### config.mk
export PLATFORM = sky130hd
export DESIGN_NAME = serial_word_deserializer
export DESIGN_NICKNAME = d
export VERILOG_FILES = /design/src/rtl/serial_word_deserializer.sv
export SDC_FILE = /design/constraint.sdc
export NUM_CORES = 1
export LEC_CHECK = 0
export ABC_AREA = 0
export CAP_MARGIN = 5
export CORE_MARGIN = 2
export CORE_UTILIZATION = 35
export CTS_CLUSTER_DIAMETER = 200
export DETAILED_ROUTE_END_ITERATION = 16
export PLACE_DENSITY = 0.59
export SYNTH_ARGS = -nofsm -noshare
export SYNTH_HDL_FRONTEND = slang
export SYNTH_SLANG_ARGS = --single-unit
### constraint.sdc
create_clock -name i_clk -period 1.26 [get_ports i_clk]
set_input_delay 0.189 -clock i_clk [delete_from_list [all_inputs] [get_ports i_clk]]
set_output_delay 0.189 -clock i_clk [all_outputs]
set_load 0.01 [all_outputs]
### src/rtl/serial_word_deserializer.sv
// serial_word_deserializer
//   Frames start/data/stop bits from a strobed serial input, assembles WIDTH-bit words
//   LSB-first and presents them through a one-word valid/ready holding register.
//   Framing errors and overruns are flagged with one-cycle pulses and counted.
// Ports
//   i_clk        clock, all logic on posedge
//   i_rst        synchronous active-high reset
//   i_din        serial bit
//   i_din_en     i_din carries a valid bit this cycle
//   i_out_ready  consumer accepts o_out_data this cycle
//   o_out_data   assembled word, LSB = first data bit received
//   o_out_valid  o_out_data holds an unconsumed word
//   o_frame_err  one-cycle pulse: bad stop bit, word discarded
//   o_overrun    one-cycle pulse: good word discarded, holding register full
//   o_drop_cnt   saturating count of frame errors plus overruns
module serial_word_deserializer #(
  parameter int unsigned WIDTH     = 8,
  parameter logic        START_VAL = 1'b1,
  parameter int unsigned CNT_W     = 8
) (
  input  logic             i_clk,
  input  logic             i_rst,
  input  logic             i_din,
  input  logic             i_din_en,
  input  logic             i_out_ready,
  output logic [WIDTH-1:0] o_out_data,
  output logic             o_out_valid,
  output logic             o_frame_err,
  output logic             o_overrun,
  output logic [CNT_W-1:0] o_drop_cnt
);

  localparam int unsigned CW = (WIDTH > 1) ? $clog2(WIDTH) : 1;
  localparam logic [CW-1:0] LastBit = CW'(WIDTH - 1);

  typedef enum logic [1:0] {StIdle, StData, StStop} state_e;

  state_e           r_state, w_state_next;
  logic [CW-1:0]    r_cnt, w_cnt_next;
  logic [WIDTH-1:0] r_shreg, w_shreg_next;
  logic [WIDTH-1:0] r_data, w_data_next;
  logic             r_valid, w_valid_next;
  logic             r_ferr, r_ovr;
  logic [CNT_W-1:0] r_drop, w_drop_next;
  logic             w_good, w_ferr, w_ovr, w_load;

  // Framing FSM: only advances on strobed bits
  always_comb begin
    w_state_next = r_state;
    w_cnt_next   = r_cnt;
    w_shreg_next = r_shreg;
    w_good       = 1'b0;
    w_ferr       = 1'b0;
    if (i_din_en) begin
      unique case (r_state)
        StIdle: begin
          if (i_din == START_VAL) begin
            w_state_next = StData;
            w_cnt_next   = '0;
          end
        end
        StData: begin
          w_shreg_next = {i_din, r_shreg[WIDTH-1:1]};
          w_cnt_next   = r_cnt + 1'b1;
          if (r_cnt == LastBit) w_state_next = StStop;
        end
        StStop: begin
          if (i_din != START_VAL) w_good = 1'b1;
          else                    w_ferr = 1'b1;
          w_state_next = StIdle;
        end
        default: w_state_next = StIdle;
      endcase
    end
  end

  // Holding register: a load may coincide with a drain, keeping valid high
  always_comb begin
    w_load       = w_good && (!r_valid || i_out_ready);
    w_ovr        = w_good && r_valid && !i_out_ready;
    w_data_next  = w_load ? r_shreg : r_data;
    w_valid_next = r_valid;
    if (w_load)                      w_valid_next = 1'b1;
    else if (r_valid && i_out_ready) w_valid_next = 1'b0;
    w_drop_next = r_drop;
    if ((w_ferr || w_ovr) && (r_drop != '1)) w_drop_next = r_drop + 1'b1;
  end

  always_ff @(posedge i_clk) begin
    if (i_rst) begin
      r_state <= StIdle;
      r_cnt   <= '0;
      r_shreg <= '0;
      r_data  <= '0;
      r_valid <= 1'b0;
      r_ferr  <= 1'b0;
      r_ovr   <= 1'b0;
      r_drop  <= '0;
    end else begin
      r_state <= w_state_next;
      r_cnt   <= w_cnt_next;
      r_shreg <= w_shreg_next;
      r_data  <= w_data_next;
      r_valid <= w_valid_next;
      r_ferr  <= w_ferr;
      r_ovr   <= w_ovr;
      r_drop  <= w_drop_next;
    end
  end

  assign o_out_data  = r_data;
  assign o_out_valid = r_valid;
  assign o_frame_err = r_ferr;
  assign o_overrun   = r_ovr;
  assign o_drop_cnt  = r_drop;

endmodule
Yosys cells after proc, flatten, opt, wreduce, memory -nomap -nowiden --
Cells that the tools add are included.
Word-level totals: register bits 32, latch bits 0, input bits 5, logic and storage cells 44, output and inout port bits 19, memories kept 0, memory bits (writable) 0, memory bits (read-only) 0
Operators by class: $mul 0, reduce and logical (&&, ||, !) cells 15, divide/modulo/power cells 0, bitwise logic cells 0, shift operators 0, eq/ne operators 6, add/subtract/negate cells 2, magnitude comparators 0, multiplexer cells 13
Operators with widths (number):
- adder 8 x 1 -> 8 bit (second input constant) | 1
- 2-to-1 mux 1 bit | 8
- != test 8 bit (second input constant) | 1
- one-hot mux 3 bit (2 select lines) | 1
- AND reduction 3 bit | 2
- logical AND 1 bit | 5
- 2-to-1 mux 2 bit | 2
- != test 2 bit (second input constant) | 2
- one-hot mux 2 bit (2 select lines) | 1
- nonzero test 2 bit | 2
- adder 3 x 1 -> 3 bit (second input constant) | 1
- equality test 3 bit (second input constant) | 1
- 2-to-1 mux 3 bit | 1
- equality test 2 x 1 -> 1 bit (second input constant) | 1
- equality test 2 bit (second input constant) | 1
- logical NOT 1 bit | 2
- logical NOT 2 bit | 1
- logical OR 1 bit | 2
- AND reduction 2 bit | 1

Longest topological paths before layout --
Gate-level depths: netlist (run 1).
depth in word-level cells 7, mapped depth 5, depth with buffers taken out 5

Worst setup path after synthesis (run 1) --
Ideal clock, no wire load.
path type register to register, from register r_drop[4] (netlist: o_drop_cnt[4]), to register r_drop[0] (netlist: o_drop_cnt[0]), path buffers 0, setup time 0.121 ns, arrival time 1.326 ns, stages on the path, launching flop included 5, path slack -0.187 ns, cell sequence dfxtp_1 and3_1 and3_1 a31oi_2 mux2_2
On the way: longest elaborated chain between the ends 2
Ends and longest elaborated chain:
- start: declaration | line 44 | logic [CNT_W-1:0] r_drop, w_drop_next;
- start signal: assignment | line 107 | r_drop <= w_drop_next;
- != test 8 bit | line 86 | if ((w_ferr || w_ovr) && (r_drop != '1)) w_drop_next = r_drop + 1'b1;
- logical AND 1 bit | line 86
Every way passes these cells. A chain may end at the register's enable or synchronous reset.

Worst setup path after layout (run 1) --
from register r_drop[1] (netlist: o_drop_cnt[1]), to register r_drop[4] (netlist: o_drop_cnt[4])
On the way: longest elaborated chain between the ends 2
Ends and longest elaborated chain:
- branches (longest 2 deep; another with adder 8 x 1 -> 8 bit)
Parallel ways; which one is timed is not known.

==> flow_metrics.tcl, run 1 <==
set metrics [dict create \
    status "finished, violations left" \
    violations "negative setup slack" \
    highest_layer "met4" \
    viasPerCell 4.83 \
    cp-start-kind "flop" \
    peakVddDrop_mv 0.483 \
    yosysMostFrequentCell "dfxtp_1" \
    swShare_pct 21.0 \
    grt_pass1_vias 1139 \
    finalHoldViolCount 0 \
    crit_arrival_ns 1.46 \
    cp_cell_sequence "ha_4 -> inv_2 -> a211o_4 -> nor4b_4 -> nor3b_2" \
    finalClockSkew_ns 0.00539 \
    hp-class "in -> reg" \
    p_per_area_nw_per_um2 1050 \
    diodes 0 \
    layout-drive-gt1-share_pct 29.6 \
    port_buffers 23 \
    yosys-top-cells-area "dfxtp_1 (49%), mux2i_1 (7.6%), nand2_1 (5.4%)" \
    remaining_drc_errors 0 \
    crit_path_end_kind "flop" \
    synth_area_leader_cell "dfxtp_1" \
    vias 1144 \
    leakage_nw 0.881 \
    crit_path_start "o_drop_cnt[1]$_SDFFE_PP0P_" \
    avgSynthCellArea_sq_um 9.22 \
    power.internal_mw 1.63 \
    dr.pass1.iters 4 \
    num_rows 22 \
    seq_power_share_pct 49.0 \
    wl_met2_microns 1300 \
    gp_congestion 0.735 \
    critPathKind "reg -> reg" \
    synthArstFlopShare_pct 0 \
    finalSetupViolCount 3 \
    worst_pin_slew_ns 0.323 \
    h-tree-depth 2 \
    slew_viol_final 0 \
    worstPathRequired_ns 1.43 \
    wire_per_inst_microns 11.8 \
    synth_area_sq_um 1320 \
    synth-edff-count 0 \
    yosysWarningCount 0 \
    clk-insertion-delay-late_ns 0.29 \
    clk_pin_slew_ns 0.06 \
    start_util_pct 36.3 \
    slew_headroom_pct 78.3 \
    clockBufferDepth 2 \
    syn_to_final_growth_pct 49.0 \
    fmax_ghz 0.778 \
    dpl_cell_area_sq_um 1810 \
    period_needed_ns 1.29 \
    core_sq_um 3630 \
    netlist_instances 143 \
    grt_pass1_wl_microns 4810 \
    die_y_microns 65.4 \
    fin_nets 196 \
    ant_nets 0 \
    power_switching_mw 0.435 \
    rsz0062_at_grt "true" \
    period_share_pct 102 \
    cts.sinks 32 \
    hp-start "i_out_ready" \
    met3_wirelength_microns 116 \
    comb_power_share_pct 4.0 \
    path_delay_family "flip-flops" \
    synth_top_area_share_pct 48.6 \
    finalInstanceArea_sq_um 1960 \
    nFillCells 342 \
    antenna_found_initial 0 \
    dieWidth_microns 65.4 \
    yosys_register_bits 32 \
    placed_cells 229 \
    setup_ws_ns -0.0256 \
    synth_cell_type_count 34 \
    post_cts_buffers 0 \
    hold_buffers 0 \
    die-area_sq_um 4280 \
    p_clk_share_pct 47.0 \
    root_buffer "clkbuf_8" \
    path_buf_inv 1 \
    drv_cap 0 \
    final_util_pct 54.1 \
    wirelength_met1_microns 1320 \
    cp_slowest_cell "dfxtp_4" \
    drtIter0Drc 45 \
    dp_hpwl_microns 1970 \
    grt_usage_pct 14.9 \
    cts_tree "done" \
    r2r_start "o_drop_cnt[1]$_SDFFE_PP0P_" \
    grt_start_max_net_pins 25 \
    cp_max_fo 6 \
    synth-main-ff-cell "dfxtp_1" \
    slowest_delay_ns 0.36 \
    synth_seq_area_share_pct 48.6 \
    wirelength_microns 2800 \
    synth_fp_nets 151 \
    globalRoute.totalOverflow 0 \
    synthTopCellsByCount "dfxtp_1 (32), nand2_1 (19), nor2_1 (14)" \
    r2r_slack_ns -0.03 \
    stdcell_count 237 \
    io_pins 24 \
    numCtsBuffers 5 \
]
==> repair_timing <==
| action | CTS | global route |
|---|---|---|
| endpoints found under the setup margin | 44 | 19 |
| resized for setup | 30 | 11 |
| pin swaps | 1 | 2 |
==> cell usage in the layout (no fill, tap or decap), types with 3 or more instances in the layout <==
| master | n |
|---|---|
| dfxtp_1 | 23 |
| clkdlybuf4s15_1 | 3 |
| nor2_1 | 14 |
| buf_6 | 3 |
| dfxtp_2 | 6 |
| nand2b_1 | 3 |
| clkbuf_8 | 5 |
| dfxtp_4 | 3 |
| buf_4 | 18 |
| nand2_1 | 19 |
| nor3_1 | 4 |
| a21oi_1 | 12 |
| mux2i_1 | 10 |
| dlygate4sd2_1 | 18 |
==> per-stage QoR <==
stage	worst slack, ns	setup TNS [ns]	total power [mW]	hold slack, ns
finish	-0.0256	-0.0523	2.07	0.256
global route	-0.0839	-0.333	2.15	0.282
CTS	-0.0188	-0.0460	2.10	0.344
detailed placement	-0.399	-9.76	1.12	0.458
global placement	-0.374	-9.14	1.12	0.455
floorplan	-0.0376	-0.0728	1.08	0.325
==> path summary, 6_finish.rpt <==
path | end | cells past startpoint
max reg2reg | o_drop_cnt[4]$_SDFFE_PP0P_ | 5
max | o_drop_cnt[4]$_SDFFE_PP0P_ | 5
min reg2reg | r_shreg[1]$_SDFFE_PP0P_ | 2
min | o_out_valid$_SDFFE_PP0P_ | 3
==> per-layer routing <==
metal  global-route usage [%]  up-vias
met5                        0        -
met4                     7.81        0
met3                     5.31        6
met2                     24.5       20
met1                     16.8      530
li1                         -      588
==> layout make-up <==
class	instances	area, sq um	area share, %
sequential	32	659	33.6
multi-input combinational	100	721	36.7
tap	48	60.1	3.06
clock buffer	5	68.8	3.50
inverter	4	15.0	0.764
timing repair buffer	45	399	20.3
clock inverter	3	41.3	2.10
==> registers in the layout (all words and copies together), names as in the netlist <==
register / count
o_drop_cnt: 8
o_out_valid: 1
r_state: 2
r_shreg: 8
o_out_data: 8
o_overrun: 1
o_frame_err: 1
r_cnt: 3
==> logic make-up (layout without fill, tap and decap cells) <==
group / after synthesis / in the layout / synth area share [%]
AND/OR/NAND/NOR: 59 / 59 / 23.0
flip-flops: 32 / 32 / 48.6
AO/OA/AOI/OAI: 27 / 27 / 13.9
multiplexers: 11 / 11 / 8.44
buffers and inverters: 11 / 57 / 3.32
adder cells (fa/ha/maj): 3 / 3 / 2.85
==> worst reg2reg max path, cell delays in order, from the launching register on <==
cell     delay [ns]
dfxtp_4        0.36
ha_4           0.13
inv_2          0.04
a211o_4        0.34
nor4b_4        0.24
nor3b_2        0.06
==> power by group through the flow <==
stage | Clock, mW | Combinational (mW) | Sequential [mW]
after global placement | 0 | 0.0815 | 1.04
after CTS | 1.01 | 0.0829 | 1.01
after floorplan | 0 | 0.0400 | 1.04
final | 0.972 | 0.0822 | 1.01
after detailed placement | 0 | 0.0827 | 1.04
after global routing | 1.04 | 0.0911 | 1.01
(Power assumes the default switching activity.)
==> run 2, diff against run 1 <==
--- a/config.mk
+++ b/config.mk
@@ -11,6 +11,7 @@
 export CORE_UTILIZATION = 35
 export CTS_CLUSTER_DIAMETER = 200
 export DETAILED_ROUTE_END_ITERATION = 16
+export MAX_ROUTING_LAYER = met4
 export PLACE_DENSITY = 0.59
 export SYNTH_ARGS = -nofsm -noshare
 export SYNTH_HDL_FRONTEND = slang
==> flow_metrics.tcl, run 2 (synthesis results as in run 1) <==
set metrics [dict create \
    status "finished, violations left" \
    violations "negative setup slack" \
    globalRoute.totalOverflow 0 \
    die_y_microns 65.4 \
    dr.pass1.iters 4 \
    r2r_start "o_drop_cnt[1]$_SDFFE_PP0P_" \
    slew_headroom_pct 78.3 \
    crit_path_end_kind "flop" \
    finalClockSkew_ns 0.00552 \
    finalSetupViolCount 3 \
    power.internal_mw 1.63 \
    r2r_slack_ns -0.03 \
    final_util_pct 54.1 \
    dieWidth_microns 65.4 \
    fin_tns_setup_ns -0.0539 \
    gp_congestion 0.744 \
    seq_power_share_pct 49.0 \
    period_needed_ns 1.29 \
    fmax_ghz 0.777 \
    comb_power_share_pct 4.0 \
    syn_to_final_growth_pct 49.0 \
    nFillCells 342 \
    grt_start_max_net_pins 25 \
    clk_pin_slew_ns 0.07 \
    diodes 0 \
    antenna_found_initial 0 \
    stdcell_count 237 \
    whs_path_depth 3 \
    finalHoldViolCount 0 \
    numCtsBuffers 5 \
    whs_ns 0.255 \
    finalInstanceArea_sq_um 1960 \
    dpl_cell_area_sq_um 1810 \
    grt_pass1_vias 1138 \
    port_buffers 23 \
    layout-drive-gt1-share_pct 29.6 \
    drtIter0Drc 57 \
    mostFrequentLayoutCells "dfxtp_1 (23), nand2_1 (19), dlygate4sd2_1 (18), buf_4 (18), nor2_1 (14)" \
    vias 1138 \
    viasPerCell 4.80 \
    period_share_pct 102 \
    hp-class "in -> reg" \
    h-tree-depth 2 \
    critPathKind "reg -> reg" \
    leakage_nw 0.881 \
    fin_nets 196 \
    p_clk_share_pct 47.0 \
    grt_pass1_wl_microns 4810 \
    die-area_sq_um 4280 \
    drv_cap 0 \
    wirelength_microns 2800 \
    grt_usage_pct 15.3 \
    wire_per_inst_microns 11.8 \
    num_rows 22 \
    cp_max_fo 6 \
    remaining_drc_errors 0 \
    dp_hpwl_microns 1970 \
    cp-start-kind "flop" \
    slew_viol_final 0 \
    crit_arrival_ns 1.46 \
    clockBufferDepth 2 \
    cts.sinks 32 \
    placed_cells 229 \
    root_buffer "clkbuf_8" \
    power_switching_mw 0.437 \
    worst_pin_slew_ns 0.323 \
    layout_commonest_cell "dfxtp_1" \
    rsz0062_at_grt "true" \
    swShare_pct 21.1 \
    core_sq_um 3630 \
    p_per_area_nw_per_um2 1050 \
    worstPathRequired_ns 1.44 \
    clk-insertion-delay-late_ns 0.29 \
    hp-start "i_out_ready" \
    start_util_pct 36.3 \
    peakVddDrop_mv 0.484 \
    cts_tree "done" \
    ant_nets 0 \
    hold_end "o_out_valid$_SDFFE_PP0P_" \
    hold_buffers 0 \
    ff2ff_path_depth 5 \
    reg2reg_to "o_drop_cnt[4]$_SDFFE_PP0P_" \
    setup_ws_ns -0.0268 \
    io_pins 24 \
]
[run 2: cell counts in the layout (fill, tap and decap cells not counted)]
No cell type changed its count.
[run 2: repair_timing]
action                     CTS  global route
setup buffers                0             0
setup endpoints to repair   44            19
gates cloned                 0             0
pin swaps                    1             2
resized for setup           30            11
[run 2: final cells by class]
type | count | area, sq um | area share, %
clock buffer | 5 | 68.8 | 3.50
clock inverter | 3 | 41.3 | 2.10
sequential | 32 | 659 | 33.6
timing repair buffer | 45 | 399 | 20.3
multi-input combinational | 100 | 721 | 36.7
inverter | 4 | 15.0 | 0.764
tap | 48 | 60.1 | 3.06
[run 2: worst max-delay path, stage by stage (launching register included)]
cell and delay (ns):
dfxtp_4 0.36, ha_4 0.13, inv_2 0.04, a211o_4 0.34
nor4b_4 0.24, nor3b_2 0.06
[run 2: power groups by stage]
stage	sequential, mW	combinational [mW]	clock (mW)
final	1.01	0.0825	0.974
after global routing	1.01	0.0911	1.04
after CTS	1.01	0.0829	1.01
after detailed placement	1.04	0.0827	0
after global placement	1.04	0.0815	0
after floorplan	1.04	0.0400	0
[run 2: layer usage]
| layer | part of all wire (%) | up-vias | track usage [%] |
|---|---|---|---|
| met5 | 0 | - | - |
| met2 | 47 | 22 | 24.5 |
| met1 | 47 | 523 | 16.8 |
| met3 | 4.2 | 6 | 5.31 |
| met4 | 1.9 | 0 | 7.81 |
| li1 | - | 587 | - |
[run 2: through the flow]
step | power (mW) | setup WS, ns
after floorplan | 1.08 | -0.0376
after global placement | 1.12 | -0.374
after detailed placement | 1.12 | -0.399
after CTS | 2.10 | -0.0188
after global routing | 2.15 | -0.0839
final | 2.07 | -0.0268
[run 2: how the worst max path moves through the flow]
stage	start	slack [ns]	cells past startpoint	to
4_1_cts	o_drop_cnt[1]$_SDFFE_PP0P_	-0.02	5	o_drop_cnt[4]$_SDFFE_PP0P_
3_3_place_gp	i_din_en	-0.37	5	o_drop_cnt[0]$_SDFFE_PP0P_
3_5_place_dp	i_out_ready	-0.40	5	o_drop_cnt[6]$_SDFFE_PP0P_
5_1_grt	o_drop_cnt[1]$_SDFFE_PP0P_	-0.08	5	o_drop_cnt[4]$_SDFFE_PP0P_
6_report	o_drop_cnt[1]$_SDFFE_PP0P_	-0.03	5	o_drop_cnt[4]$_SDFFE_PP0P_
2_1_floorplan	o_drop_cnt[5]$_SDFFE_PP0P_	-0.04	4	o_drop_cnt[0]$_SDFFE_PP0P_
==> run 3, diff against run 2 <==
--- a/config.mk
+++ b/config.mk
@@ -13,6 +13,7 @@
 export DETAILED_ROUTE_END_ITERATION = 16
 export MAX_ROUTING_LAYER = met4
 export PLACE_DENSITY = 0.59
+export SLEW_MARGIN = 20
 export SYNTH_ARGS = -nofsm -noshare
 export SYNTH_HDL_FRONTEND = slang
 export SYNTH_SLANG_ARGS = --single-unit
==> results of run 3 <==
The final DEF is identical to that of run 2; final timing and power are the same.
